--- config.mk ---
export PLATFORM = sky130hd
export DESIGN_NAME = board_io_ctrl_flat
export DESIGN_NICKNAME = d
export VERILOG_FILES = /design/src/rtl/board_io_ctrl_if.sv /design/src/rtl/board_io_ctrl.sv /design/src/flat_wrapper.sv
export SDC_FILE = /design/constraint.sdc
export NUM_CORES = 1
export LEC_CHECK = 0
export ABC_AREA = 1
export CAP_MARGIN = 5
export CORE_ASPECT_RATIO = 1.5
export CORE_MARGIN = 2
export CORE_UTILIZATION = 30
export CTS_BUF_LIST = sky130_fd_sc_hd__clkbuf_8
export CTS_CLUSTER_DIAMETER = 100
export CTS_CLUSTER_SIZE = 8
export DETAILED_ROUTE_END_ITERATION = 10
export PLACE_DENSITY = 0.53
export SYNTH_ARGS = -nofsm -noshare
export SYNTH_HDL_FRONTEND = slang
export SYNTH_SLANG_ARGS = --single-unit
--- constraint.sdc ---
create_clock -name clk -period 19.25 [get_ports clk]
set_clock_uncertainty 0.05 [all_clocks]
set_input_delay 3.85 -clock clk [delete_from_list [all_inputs] [get_ports clk]]
set_output_delay 3.85 -clock clk [all_outputs]
set_load 0.02 [all_outputs]
--- src/rtl/board_io_ctrl_if.sv ---
// Avalon-MM slave bus for the board I/O register block: word address,
// read/write strobes, and registered read data with its qualifier.
interface board_io_ctrl_if;
    logic [2:0]  address;
    logic        read;
    logic        write;
    logic [31:0] writedata;
    logic [31:0] readdata;
    logic        readdatavalid;

    modport master (
        output address, read, write, writedata,
        input  readdata, readdatavalid
    );

    modport slave (
        input  address, read, write, writedata,
        output readdata, readdatavalid
    );
endinterface

--- src/rtl/board_io_ctrl.sv ---
// Board I/O register block: seven-segment digits, debounced pushbuttons with
// edge interrupt, synchronised switches and LEDs behind an Avalon-MM slave.
module board_io_ctrl #(
    parameter int NUM_DIGITS      = 6,
    parameter int NUM_KEYS        = 4,
    parameter int NUM_SW          = 10,
    parameter int NUM_LEDS        = 10,
    parameter int DEBOUNCE_CYCLES = 50000
) (
    input  logic                    clk,
    input  logic                    reset,
    board_io_ctrl_if.slave          avs,
    input  logic [NUM_KEYS-1:0]     key_n,
    input  logic [NUM_SW-1:0]       sw,
    output logic [7*NUM_DIGITS-1:0] hex,
    output logic [NUM_LEDS-1:0]     ledr,
    output logic                    irq
);

    localparam int CNT_W = $clog2(DEBOUNCE_CYCLES);
    localparam logic [CNT_W-1:0] CNT_MAX = CNT_W'(DEBOUNCE_CYCLES - 1);

    typedef enum logic [2:0] {
        A_HEX_DATA  = 3'd0,
        A_HEX_BLANK = 3'd1,
        A_KEY_STATE = 3'd2,
        A_KEY_EDGE  = 3'd3,
        A_SW_STATE  = 3'd4,
        A_LEDR      = 3'd5,
        A_IRQ_MASK  = 3'd6,
        A_RESERVED  = 3'd7
    } reg_addr_e;

    reg_addr_e                addr;
    logic [4*NUM_DIGITS-1:0]  hex_data;
    logic [NUM_DIGITS-1:0]    hex_blank;
    logic [NUM_KEYS-1:0]      irq_mask;
    logic [NUM_KEYS-1:0]      key_edge;
    logic [NUM_KEYS-1:0]      key_meta;
    logic [NUM_KEYS-1:0]      key_sync;
    logic [NUM_KEYS-1:0]      key_db;
    logic [NUM_KEYS-1:0]      key_done;
    logic [NUM_KEYS-1:0]      key_rise;
    logic [NUM_KEYS-1:0]      edge_clr;
    logic [CNT_W-1:0]         key_cnt [NUM_KEYS];
    logic [NUM_SW-1:0]        sw_meta;
    logic [NUM_SW-1:0]        sw_sync;
    logic [31:0]              rd_mux;
    logic [7*NUM_DIGITS-1:0]  hex_next;
    logic                     unused_wdata;

    assign addr         = reg_addr_e'(avs.address);
    assign unused_wdata = ^avs.writedata;

    function automatic logic [6:0] seg_glyph(input logic [3:0] nib);
        logic [6:0] g;
        g = 7'h7F;
        case (nib)
            4'h0: g = 7'h40;
            4'h1: g = 7'h79;
            4'h2: g = 7'h24;
            4'h3: g = 7'h30;
            4'h4: g = 7'h19;
            4'h5: g = 7'h12;
            4'h6: g = 7'h02;
            4'h7: g = 7'h78;
            4'h8: g = 7'h00;
            4'h9: g = 7'h10;
            4'hA: g = 7'h08;
            4'hB: g = 7'h03;
            4'hC: g = 7'h46;
            4'hD: g = 7'h21;
            4'hE: g = 7'h06;
            4'hF: g = 7'h0E;
            default: g = 7'h7F;
        endcase
        return g;
    endfunction

    // Key path carries "pressed" so a cleared synchroniser means released.
    always_ff @(posedge clk or posedge reset) begin
        if (reset) begin
            key_meta <= '0;
            key_sync <= '0;
            sw_meta  <= '0;
            sw_sync  <= '0;
        end else begin
            key_meta <= ~key_n;
            key_sync <= key_meta;
            sw_meta  <= sw;
            sw_sync  <= sw_meta;
        end
    end

    always_comb begin
        key_done = '0;
        for (int unsigned i = 0; i < NUM_KEYS; i++) begin
            key_done[i] = (key_sync[i] != key_db[i]) && (key_cnt[i] == CNT_MAX);
        end
        key_rise = key_done & key_sync;
        edge_clr = (avs.write && addr == A_KEY_EDGE) ? avs.writedata[NUM_KEYS-1:0] : '0;
    end

    always_ff @(posedge clk or posedge reset) begin
        if (reset) begin
            key_db  <= '0;
            key_cnt <= '{default: '0};
        end else begin
            key_db <= key_db ^ key_done;
            for (int unsigned i = 0; i < NUM_KEYS; i++) begin
                if (key_sync[i] == key_db[i] || key_done[i]) begin
                    key_cnt[i] <= '0;
                end else begin
                    key_cnt[i] <= key_cnt[i] + CNT_W'(1);
                end
            end
        end
    end

    // Read mux sees pre-write register values, so read+write returns old data.
    always_comb begin
        rd_mux = '0;
        case (addr)
            A_HEX_DATA:  rd_mux[4*NUM_DIGITS-1:0] = hex_data;
            A_HEX_BLANK: rd_mux[NUM_DIGITS-1:0]   = hex_blank;
            A_KEY_STATE: rd_mux[NUM_KEYS-1:0]     = key_db;
            A_KEY_EDGE:  rd_mux[NUM_KEYS-1:0]     = key_edge;
            A_SW_STATE:  rd_mux[NUM_SW-1:0]       = sw_sync;
            A_LEDR:      rd_mux[NUM_LEDS-1:0]     = ledr;
            A_IRQ_MASK:  rd_mux[NUM_KEYS-1:0]     = irq_mask;
            A_RESERVED:  rd_mux = '0;
            default:     rd_mux = '0;
        endcase
    end

    always_ff @(posedge clk or posedge reset) begin
        if (reset) begin
            hex_data          <= '0;
            hex_blank         <= '1;
            ledr              <= '0;
            irq_mask          <= '0;
            key_edge          <= '0;
            avs.readdata      <= '0;
            avs.readdatavalid <= 1'b0;
            irq               <= 1'b0;
        end else begin
            if (avs.write && addr == A_HEX_DATA)  hex_data  <= avs.writedata[4*NUM_DIGITS-1:0];
            if (avs.write && addr == A_HEX_BLANK) hex_blank <= avs.writedata[NUM_DIGITS-1:0];
            if (avs.write && addr == A_LEDR)      ledr      <= avs.writedata[NUM_LEDS-1:0];
            if (avs.write && addr == A_IRQ_MASK)  irq_mask  <= avs.writedata[NUM_KEYS-1:0];
            // A fresh rising edge wins over a same-cycle write-1-to-clear.
            key_edge          <= (key_edge & ~edge_clr) | key_rise;
            avs.readdata      <= avs.read ? rd_mux : '0;
            avs.readdatavalid <= avs.read;
            irq               <= |(key_edge & irq_mask);
        end
    end

    always_comb begin
        hex_next = '0;
        for (int unsigned i = 0; i < NUM_DIGITS; i++) begin
            hex_next[7*i +: 7] = hex_blank[i] ? 7'h7F : seg_glyph(hex_data[4*i +: 4]);
        end
    end

    always_ff @(posedge clk or posedge reset) begin
        if (reset) begin
            hex <= '1;
        end else begin
            hex <= hex_next;
        end
    end

endmodule
--- src/flat_wrapper.sv ---
// flat-port wrapper written by rule: the top's interface ports become plain ports
module board_io_ctrl_flat 
#(
    parameter int NUM_DIGITS      = 6,
    parameter int NUM_KEYS        = 4,
    parameter int NUM_SW          = 10,
    parameter int NUM_LEDS        = 10,
    parameter int DEBOUNCE_CYCLES = 50000
)
  (clk, reset, key_n, sw, hex, ledr, irq, avs_address, avs_read, avs_write, avs_writedata, avs_readdata, avs_readdatavalid);
  board_io_ctrl_if avs_i ();
  input  logic clk;
  input  logic reset;
  input  logic [NUM_KEYS-1:0] key_n;
  input  logic [NUM_SW-1:0] sw;
  output logic [7*NUM_DIGITS-1:0] hex;
  output logic [NUM_LEDS-1:0] ledr;
  output logic irq;
  input wire logic [$bits(avs_i.address)-1:0] avs_address;
  input wire logic [$bits(avs_i.read)-1:0] avs_read;
  input wire logic [$bits(avs_i.write)-1:0] avs_write;
  input wire logic [$bits(avs_i.writedata)-1:0] avs_writedata;
  output wire logic [$bits(avs_i.readdata)-1:0] avs_readdata;
  output wire logic [$bits(avs_i.readdatavalid)-1:0] avs_readdatavalid;
  assign avs_i.address = avs_address;
  assign avs_i.read = avs_read;
  assign avs_i.write = avs_write;
  assign avs_i.writedata = avs_writedata;
  assign avs_readdata = avs_i.readdata;
  assign avs_readdatavalid = avs_i.readdatavalid;
  board_io_ctrl #(.NUM_DIGITS(NUM_DIGITS), .NUM_KEYS(NUM_KEYS), .NUM_SW(NUM_SW), .NUM_LEDS(NUM_LEDS), .DEBOUNCE_CYCLES(DEBOUNCE_CYCLES)) u_core (.clk(clk), .reset(reset), .avs(avs_i), .key_n(key_n), .sw(sw), .hex(hex), .ledr(ledr), .irq(irq));
endmodule
# == After elaboration in Yosys (flattened, before gate mapping) ==
# Memories as Yosys holds them, arrays and structs flattened.
# Cells that the tools add are included.
# totals
ff_bits,220
rom_bits,672
inputBits,53
output_inout_bits,86
wordCells,85
mem_count,6
# classes
addsub,4
n_eq_ne,19
n_mux,16
n_bitwise,7
n_reduce_logical,15
# memory_table
name,depth,width,read_ports,rd_clocked_by_memory_dff,wr,line_no,text
(name not given),16,7,1,0,0,board_io_ctrl.sv:58,case (nib)
(name not given),16,7,1,0,0,board_io_ctrl.sv:58,
(name not given),16,7,1,0,0,board_io_ctrl.sv:58,
(name not given),16,7,1,0,0,board_io_ctrl.sv:58,
(name not given),16,7,1,0,0,board_io_ctrl.sv:58,
(name not given),16,7,1,0,0,board_io_ctrl.sv:58,
# op_table
op,count
16-bit by 1-bit adder with 16-bit output (second input constant),4
16-bit == test (second input constant),4
16-bit two-way mux,4
7-bit two-way mux,6
4-bit one-hot mux with 8 select lines,1
24-bit two-way mux,1
14-bit two-way mux,1
4-bit bitwise AND,3
3-bit == test (second input constant),4
4-bit one-hot mux with 3 select lines,1
1-bit logical AND,9
4-bit NOT,2
2-bit one-hot mux with 4 select lines,1
3-bit by 2-bit == test with 1-bit output (second input constant),2
1-bit == test,4
1-bit logical OR,4
4-bit two-way mux,1
1-bit != test,4
4-bit bitwise OR,1
4-bit OR reduction,1
4-bit bitwise XOR,1
3-bit by 1-bit == test with 1-bit output (second input constant),1
3-bit logical NOT,1

# == Depth between registers and ports, before layout ==
# Gate-level depths: netlist of the first run.
# depth
ltp_word,6
depth_mapped,9
mapped_depth_nobuf,8

# == Least setup slack after synthesis of the first run ==
# OpenSTA, ideal clock, no wires.
# synth_path
kind,input-to-reg
from,input port avs_address[2]
to,register u_core.key_edge[0]
setup_time_ns,0.125
arrival_ns,4.601
required_time_ns,19.075
slack_ns,14.474
path_stages,5
path_buffers,1
cell_sequence,buf_1 -> nor2_1 -> nand3_1 -> o21ai_0 -> o21ai_1
# synth_between
elab_chain_len,6
# synth_rtl
element,line_no,text
start: declaration,flat_wrapper.sv:19,input wire logic [$bits(avs_i.address)-1:0] avs_address;
3-bit by 2-bit == test with 1-bit output,board_io_ctrl.sv:101,edge_clr = (avs.write && addr == A_KEY_EDGE) ? avs.writedata[NUM_KEYS-1:0] : '0;
1-bit logical AND,board_io_ctrl.sv:101,
4-bit two-way mux,board_io_ctrl.sv:101,
4-bit NOT,board_io_ctrl.sv:152,key_edge <= (key_edge & ~edge_clr) | key_rise;
4-bit bitwise AND,board_io_ctrl.sv:152,
4-bit bitwise OR,board_io_ctrl.sv:152,
end signal: assignment,board_io_ctrl.sv:152,
end: declaration,board_io_ctrl.sv:38,logic [NUM_KEYS-1:0] key_edge;
# Every way passes these cells.
# A chain may end at the register's enable or synchronous reset.

# == Worst setup path after layout of the first run ==
# layout_path
from,input port avs_address[1]
to,register u_core.hex_data[19]
# layout_between
elab_chain_len,2
# layout_rtl
element,line_no,text
3-bit logical NOT,board_io_ctrl.sv:147,if (avs.write && addr == A_HEX_DATA) hex_data <= avs.writedata[4*NUM_DIGITS-1:0];
1-bit logical AND,board_io_ctrl.sv:147,
end signal: assignment,board_io_ctrl.sv:147,
end: declaration,board_io_ctrl.sv:35,logic [4*NUM_DIGITS-1:0] hex_data;
# Every way passes these cells.

==> impl_metrics.toml, run 1 <==
[status]
status = "complete, no violations"

[worst_setup_path]
crit_buf_inv = 3
worstSetupPathType = "in -> reg"
crit_chain = "clkdlybuf4s50_1 -> inv_2 -> nand2_1 -> inv_2 -> nand2_2 -> nor2_1 -> a21oi_2"
max_stage_delay_ns = 0.88
path_common_cell = "inv_2"
cp.arrival_ns = 6.44
r2r_setup_slack_ns = 17.40
slowest_stage = "clkdlybuf4s50_1"
critPathTopFamily = "simple AND/OR/NAND/NOR gates"
end_kind = "flip-flop"
r2r-start = "u_core.key_cnt[48]$_DFF_PP0_"
required_ns = 19.70
reg2reg_depth = 8
start_kind = "primary input"
reg2reg_to = "u_core.key_cnt[54]$_DFF_PP0_"
path_max_fanout = 48

[global_routing]
grt-ovfl-total = 0
track_usage_pct = 14.3
grt_max_degree = 134
antenna_found_initial = 1
grt_pass1_vias = 8125
grt_pass1_wl_um = 40900

[logic_synthesis]
synth_cells = 1187
synthAdderAreaFrac_pct = 4.93
synth_area_per_cell_um2 = 8.55
ys_seq_area_share_pct = 52.8
synth-simple-area-share_pct = 24.4
yosys_warnings = 0
synth_compound_gate_area_share_pct = 9.27
synth_area_um2 = 10200
synth-xor-area-share_pct = 1.64
synth_cell_types = 34
synthMuxAreaShare_pct = 0
synth_top_family_by_area = "simple AND/OR/NAND/NOR gates"
ys_ff_latch = 212

[routing]
num_vias = 8055
ant_nets = 0
drt-total-wl_um = 24900
viasPerCell = 4.58
wl_per_cell_um = 14.2
drt_iter0_drc = 323
remaining_drc_errors = 0
dr.pass1.iters = 5

[timing]
slew_headroom_pct = 29.1
holdWs_ns = 0.296
fmax_mhz = 167
drv_slew = 0
period_needed_ns = 5.99
tightest_slew_ns = 1.06
layout_worst_path_cycle_share_pct = 31.1
grt_setup_unrepaired = "false"
finalHoldViolCount = 0
setup_viol = 0
setup_tns_ns = 0

[clock_tree]
cts.clk_slew.worst_paths_ns = 0.07
clock_latency_ns = 0.60
cts_root_buffer = "clkbuf_8"
htreeDepth = 1
postCtsResizedCells = 0
cts_setup_buffers = 0
clkSinkCount = 212
cts_inserted_buffers = 30
cts_tree = "done"
clk_path_buf_depth = 3
ctsHoldBuffers = 0

[pwr]
switching_share_pct = 31.9
p_seq_share_pct = 48.5
power.internal_uw = 798
switchingPower_uw = 373
p_per_area_nw_per_um2 = 95.4
clock_power_share_pct = 28.2
power.total_mw = 1.17
pwr-share-comb_pct = 23.3
ir_drop_uv = 32.2
p_leak_nw = 5.56

[placed_design]
place_inst = 1701
placed_area_um2 = 11700
routabilityCongestion = 0.903
dpl.hpwl_um = 17900
io_buffers = 122

[die]
initial_utilization_pct = 30.4
core_area_um2 = 33300
die-area_um2 = 35400
num_rows = 82
die-height_um = 229
ios = 139
die_w_um = 154

[final_layout]
layout-drive-gt1-share_pct = 8.38
n_fill_cell = 3418
nNetsFinal = 1406
syn_to_final_growth_pct = 21.0
fin_area_um2 = 12300
fin_cells = 1758

[min_path]
min_path_cells = 0
holdPathEnd = "u_core.sw_sync[7]$_DFF_PP0_"
min-delay-start = "u_core.sw_meta[7]$_DFF_PP0_"
hp-class = "reg -> reg"

[job]
cap_violations = 0
==> power groups by stage <==
| stage | Sequential, mW | Combinational (mW) | Clock, mW |
|---|---|---|---|
| 2_1_floorplan | 0.609 | 0.120 | 0 |
| 3_3_place_gp | 0.574 | 0.275 | 0 |
| 3_5_place_dp | 0.576 | 0.276 | 0 |
| 4_1_cts | 0.568 | 0.277 | 0.352 |
| 5_1_grt | 0.576 | 0.300 | 0.369 |
| 6_report | 0.568 | 0.273 | 0.331 |
==> synthesized netlist by cell type, drive strengths merged <==
library cell	n	share of area, %
conb	1	0.037
buf	24	1.6
ha	40	4.9
nand2	270	10
a21oi	33	2.1
dfstp	48	12
o31ai	6	0.44
o2111ai	5	0.43
a31oi	1	0.062
o211ai	24	1.8
nor3	10	0.65
o21bai	8	0.59
clkinv	2	0.074
xor2	16	1.4
nand4	27	1.7
dfrtp	164	40
o21ai	75	3.7
nor2	187	7.1
xnor2	3	0.26
clkbuf	13	0.48
inv	128	4.7
nand3	100	4.9
o22ai	2	0.12
==> stage by stage <==
| step | setup WS, ns | utilization, % |
|---|---|---|
| 2_1_floorplan | 9.64 | - |
| 3_3_place_gp | 12.72 | 35.2 |
| 3_5_place_dp | 12.65 | 35.2 |
| 4_1_cts | 13.30 | 36.8 |
| 5_1_grt | 13.05 | 36.8 |
| 6_report | 13.26 | 36.8 |
==> layout make-up <==
type	instances	area [um2]	share of cell area, %
repair buffers	124	1240	10.1
diodes	1	2.50	0.0204
clock inverters	26	129	1.05
inverters	130	495	4.03
clock buffers	30	413	3.36
multi-input cells	815	4120	33.5
flip-flops and latches	212	5370	43.7
well taps	420	526	4.28
==> cell usage in the layout (no fill, tap or decap), types with 3 or more instances in the layout <==
master,Yosys,routed
xor2_1,16,16
nand2_2,4,5
nor3_1,8,8
o211ai_1,24,24
a21oi_2,14,14
nand2_1,266,265
o21ai_1,30,30
o21ai_0,45,45
nand4_1,27,27
inv_2,4,4
dfrtp_1,164,164
ha_1,40,40
dfstp_2,48,48
nor2_2,3,3
nand3_1,100,100
o31ai_1,6,6
nor2_1,183,183
xnor2_1,3,3
clkbuf_8,0,30
a21oi_1,19,19
o21bai_1,8,8
clkdlybuf4s50_1,0,122
inv_1,124,147
o2111ai_1,5,5
conb_1,1,8
==> sequential cells by signal, summed over array words and instances, names as in the netlist, 6 cells and up, named ones only <==
register	count
u_core.hex_blank	6
u_core.hex	42
u_core.avs.readdata	24
u_core.key_cnt	64
u_core.hex_data	24
u_core.sw_sync	10
u_core.sw_meta	10
u_core.ledr	10
==> logic make-up after synthesis <==
group | Yosys count
AOI/OAI and AO/OA | 154
other | 1
and+or+nand+nor | 594
buffers and inverters | 167
xor gates and xnor gates | 19
DFF | 212
adders and majority gates | 40
==> how the worst max path moves through the flow <==
stage / from / to / depth (start not counted)
after detailed placement: avs_address[2] / u_core.hex_data[19]$_DFFE_PP0P_ / 7
final: avs_address[1] / u_core.hex_data[19]$_DFFE_PP0P_ / 7
after CTS: avs_address[2] / u_core.hex_data[19]$_DFFE_PP0P_ / 7
after global placement: avs_address[2] / u_core.hex_data[11]$_DFFE_PP0P_ / 7
after global routing: avs_address[2] / u_core.hex_data[23]$_DFFE_PP0P_ / 7
after floorplan: reset / async pin / 1
==> routing by layer <==
metal	wire length (um)	GRT usage, %
met5	0	0
met2	12600	25.6
met1	10200	16.6
met3	1250	2.46
met4	852	6.22
Note: power is estimated with default switching activity, not from simulation.
==> run 2, diff against run 1 <==
Clock period 19.25 ns to 6 ns, I/O delays scaled along.
==> run 2 against run 1 <==
Against the previous run:
- combinational power grew to 3.2 times the previous value
- utilization is 0.060 points higher
- worst hold slack worse by 0.0043 ns
- sequential power grew to 3.2 times the previous value
- flip-flop and latch count stayed put
- cell count is 0.11% higher
- setup slack worse by 11 ns
- first-iteration DRC count is 14% higher
- critical path type unchanged
- largest cell class unchanged
==> impl_metrics.toml, run 2 (synthesized netlist as in run 1, its figures left out) <==
[clock_tree]
cts.clk_slew.worst_paths_ns = 0.07
cts_inserted_buffers = 30
postCtsResizedCells = 0
cts_root_buffer = "clkbuf_8"
clkSinkCount = 212
htreeDepth = 1
cts_tree = "done"
cts_setup_buffers = 0
clk_path_buf_depth = 3
clock_latency_ns = 0.59
ctsHoldBuffers = 0

[placed_design]
dpl.hpwl_um = 18700
routabilityCongestion = 0.873
io_buffers = 122
placed_area_um2 = 11800
dp_slack_ns = 2.11

[global_routing]
grt-ovfl-total = 0
grt_max_degree = 52
grt_pass1_vias = 8287
track_usage_pct = 14.5
grt_pass1_wl_um = 41600
antenna_found_initial = 1

[worst_setup_path]
crit_chain = "clkdlybuf4s50_1 -> nor2_2 -> nand2_1 -> inv_2 -> nand2_2 -> nor2_1 -> a21oi_2"
worstSetupPathType = "in -> reg"
cp.arrival_ns = 3.65
path_max_fanout = 48
crit_buf_inv = 2
required_ns = 6.37
end_kind = "flip-flop"
start_kind = "primary input"
slowest_stage = "clkdlybuf4s50_1"
max_stage_delay_ns = 0.65
critPathTopFamily = "simple AND/OR/NAND/NOR gates"

[timing]
fmax_mhz = 305
setup_tns_ns = 0
drv_slew = 0
holdWs_ns = 0.292
finalHoldViolCount = 0
period_needed_ns = 3.28
grt_setup_unrepaired = "false"
tightest_slew_ns = 1.07
setup_slack_ns = 2.72
layout_worst_path_cycle_share_pct = 54.6
setup_viol = 0
slew_headroom_pct = 28.6

[final_layout]
syn_to_final_growth_pct = 21.2
fin_area_um2 = 12300
most-common-layout-cells = "nand2_1 (265), nor2_1 (183), dfrtp_1 (164), inv_1 (146), clkdlybuf4s50_1 (122)"
largest_reg_flops = 64
finalCoreUtilization_pct = 36.9
top_regs = "u_core.key_cnt (64), u_core.hex (42)"
nNetsFinal = 1409
ff_latch_area_um2 = 5370
multi_input_area_um2 = 4120
top_register = "u_core.key_cnt"
final_common_cell = "nand2_1"
n_fill_cell = 3411
layout-drive-gt1-share_pct = 8.59

[pwr]
p_per_area_nw_per_um2 = 306
ir_drop_uv = 116
p_leak_nw = 5.57

[job]
cap_violations = 0

[die]
ios = 139
die_w_um = 154
core_area_um2 = 33300
initial_utilization_pct = 30.4
die-height_um = 229
num_rows = 82
die-area_um2 = 35400

[routing]
remaining_drc_errors = 0
drt_iter0_drc = 367
viasPerCell = 4.61
wl_per_cell_um = 14.2
num_vias = 8116
ant_nets = 0
dr.pass1.iters = 5
drt-total-wl_um = 25100

[min_path]
hp-class = "reg -> reg"

[status]
status = "complete, no violations"
run 2: changes by cell type in the layout (fill, tap and decap cells not counted), sizes merged:
cell / before / now
buf: 2 / 5
inv: 153 / 150
clkbuf: 30 / 31
clkinvlp: 0 / 1
run 2: where the power goes:
| group | total [mW] | switching (mW) | internal, mW |
|---|---|---|---|
| logic | 0.885 | 0.512 | 0.373 |
| clock network | 1.06 | 0.542 | 0.517 |
| registers | 1.82 | 0.139 | 1.68 |
| total | 3.76 | 1.19 | 2.57 |
run 2: cell type report:
cell class,instances,area share [%]
Sequential cell,212,43.6
Clock inverter,24,0.946
Timing Repair Buffer,127,10.2
Antenna cell,1,0.0203
Multi-Input combinational cell,815,33.5
Clock buffer,31,3.47
Inverter,130,4.00
Tap cell,420,4.27
run 2: through the flow:
step           power, mW  cells
2_1_floorplan       2.34   1194
6_report            3.76   1760
4_1_cts             3.83   1759
3_5_place_dp        2.74   1704
3_3_place_gp        2.73   1704
5_1_grt             4.00   1760
run 2: routing by layer:
layer	vias up	wire length [um]	global-route usage, %
met5	-	0	0
met4	0	1010	6.51
met3	55	1340	2.84
met2	190	12800	26.4
met1	3794	9940	16.2
li1	4077	-	-
run 2: path summary, 6_finish.rpt:
kind                                               from                              end  slack (ns)  cells past startpoint
setup / recovery                         avs_address[2]  u_core.hex_data[20]$_DFFE_PP0P_        2.72                      7
hold / removal              u_core.sw_meta[1]$_DFF_PP0_      u_core.sw_sync[1]$_DFF_PP0_        0.29                      0
setup reg to reg           u_core.key_cnt[48]$_DFF_PP0_     u_core.key_cnt[55]$_DFF_PP0_        4.02                      8
hold reg to reg             u_core.sw_meta[1]$_DFF_PP0_      u_core.sw_sync[1]$_DFF_PP0_        0.29                      0
max in group asynchronous                         reset     u_core.key_cnt[31]$_DFF_PP0_        3.59                      3
min in group asynchronous                         reset      u_core.key_cnt[3]$_DFF_PP0_        1.10                      2
run 2: worst reg2reg max path, delay by kind of cell, from the launching register on:
family	cells	cell delay, ns
AND/OR/NAND/NOR	6	1.09
flip-flops	1	0.40
adder cells (fa/ha/maj)	1	0.24
buffers and inverters	1	0.07
==> run 3, diff against run 2 <==
Clock period 6 ns to 3.1 ns, I/O delays scaled along.
==> run 3 against run 2 <==
Against the previous run:
- via count increased by 1.1%
- die area did not move
- total power rose by 94%
- highest routed layer unchanged
- utilization is 0.28 points higher
- combinational power grew 95%
- final area up 0.76%
- count of clock-buffer cells in the layout fell by 1
==> impl_metrics.toml, run 3 (synthesized netlist as in run 1, its figures left out) <==
[final_layout]
fin_area_um2 = 12400
top_regs = "u_core.key_cnt (64), u_core.hex (42)"
nNetsFinal = 1415
top_register = "u_core.key_cnt"
ff_latch_area_um2 = 5370
n_fill_cell = 3435
largest_reg_flops = 64
most-common-layout-cells = "nand2_1 (265), nor2_1 (183), dfrtp_1 (164), inv_1 (147), clkdlybuf4s50_1 (122)"
layout-drive-gt1-share_pct = 8.99
multi_input_area_um2 = 4120
syn_to_final_growth_pct = 22.1
final_common_cell = "nand2_1"

[die]
core_area_um2 = 33300
die-height_um = 229
initial_utilization_pct = 30.4
ios = 139
die_w_um = 154
num_rows = 82
die-area_um2 = 35400

[clock_tree]
postCtsResizedCells = 0
clk_path_buf_depth = 3
htreeDepth = 1
cts_tree = "done"
cts_setup_buffers = 0
cts_root_buffer = "clkbuf_8"
cts.clk_slew.worst_paths_ns = 0.07
clkSinkCount = 212
clock_latency_ns = 0.59
ctsHoldBuffers = 0
cts_inserted_buffers = 30

[worst_setup_path]
crit_chain = "clkdlybuf4s50_1"
cp.arrival_ns = 1.72
path_max_fanout = 1
end_kind = "primary output"
crit_buf_inv = 1
max_stage_delay_ns = 0.60
worstSetupPathType = "reg -> out"
critPathTopFamily = "buffers and inverters"
slowest_stage = "clkdlybuf4s50_1"
start_kind = "flip-flop"
required_ns = 2.43

[status]
status = "complete, no violations"

[placed_design]
dp_slack_ns = 0.448
placed_area_um2 = 11900
routabilityCongestion = 0.865
dpl.hpwl_um = 18900
io_buffers = 122

[timing]
layout_worst_path_cycle_share_pct = 76.9
tightest_slew_ns = 0.788
setup_viol = 0
finalHoldViolCount = 0
period_needed_ns = 2.39
drv_slew = 0
setup_slack_ns = 0.715
grt_setup_unrepaired = "false"
fmax_mhz = 419
slew_headroom_pct = 47.3

[pwr]
ir_drop_uv = 194
p_per_area_nw_per_um2 = 588
p_leak_nw = 5.62

[global_routing]
grt-ovfl-total = 0
grt_pass1_vias = 8260
track_usage_pct = 14.5
grt_pass1_wl_um = 41500
antenna_found_initial = 0
grt_max_degree = 52

[min_path]
hp-class = "reg -> reg"

[routing]
dr.pass1.iters = 4
drt-total-wl_um = 25300
remaining_drc_errors = 0
ant_nets = 0
wl_per_cell_um = 14.3
viasPerCell = 4.64
drt_iter0_drc = 401
num_vias = 8204

[job]
cap_violations = 0
run 3: cell types whose count changed in the layout (fill, tap and decap cells not counted), sizes merged:
cell    change
clkbuf      -1
inv         +2
buf         +6
run 3: stage by stage:
| step | hold WS, ns | TNS, ns | util, % | power, mW | cells |
|---|---|---|---|---|---|
| global placement | 0.286 | 0 | 35.5 | 5.29 | 1710 |
| detailed placement | 0.285 | 0 | 35.5 | 5.31 | 1710 |
| global route | 0.309 | 0 | 37.2 | 7.74 | 1766 |
| finish | 0.298 | 0 | 37.2 | 7.29 | 1767 |
| CTS | 0.299 | 0 | 37.2 | 7.42 | 1766 |
| floorplan | 0.281 | -47.07 | - | 4.52 | 1194 |
run 3: power breakdown:
part / total, mW / switching, mW / internal [mW] / leakage, nW
registers: 3.52 / 0.263 / 3.25 / 2.63
logic: 1.73 / 0.993 / 0.734 / 2.63
clock network: 2.05 / 1.07 / 0.983 / 0.362
total: 7.29 / 2.32 / 4.97 / 5.62
run 3: layout make-up:
| cell class | count | share of cell area (%) |
|---|---|---|
| Antenna cell | 1 | 0.0202 |
| Clock buffer | 30 | 3.33 |
| Clock inverter | 26 | 1.04 |
| Inverter | 130 | 3.97 |
| Multi-Input combinational cell | 815 | 33.2 |
| Sequential cell | 212 | 43.3 |
| Tap cell | 420 | 4.24 |
| Timing Repair Buffer | 133 | 10.9 |
run 3: final timing paths:
| check | start | endpoint | slack [ns] | cells after the start |
|---|---|---|---|---|
| min | u_core.sw_meta[3]$_DFF_PP0_ | u_core.sw_sync[3]$_DFF_PP0_ | 0.30 | 0 |
| max | u_core.hex[16]$_DFF_PP1_ | hex[16] | 0.71 | 1 |
| min in group asynchronous | reset | u_core.sw_meta[5]$_DFF_PP0_ | 0.43 | 2 |
| min reg2reg | u_core.sw_meta[3]$_DFF_PP0_ | u_core.sw_sync[3]$_DFF_PP0_ | 0.30 | 0 |
| max in group asynchronous | reset | u_core.hex[27]$_DFF_PP1_ | 1.74 | 3 |
| max reg2reg | u_core.key_cnt[48]$_DFF_PP0_ | u_core.key_cnt[59]$_DFF_PP0_ | 1.18 | 8 |
run 3: layer usage:
layer  GRT usage [%]  part of all wire (%)  vias to the layer above
met5               0                     0                        -
met4            6.75                   4.0                        0
met3            2.40                   5.1                       50
met2            26.5                    51                      205
met1            16.3                    40                     3858
li1                -                     -                     4091
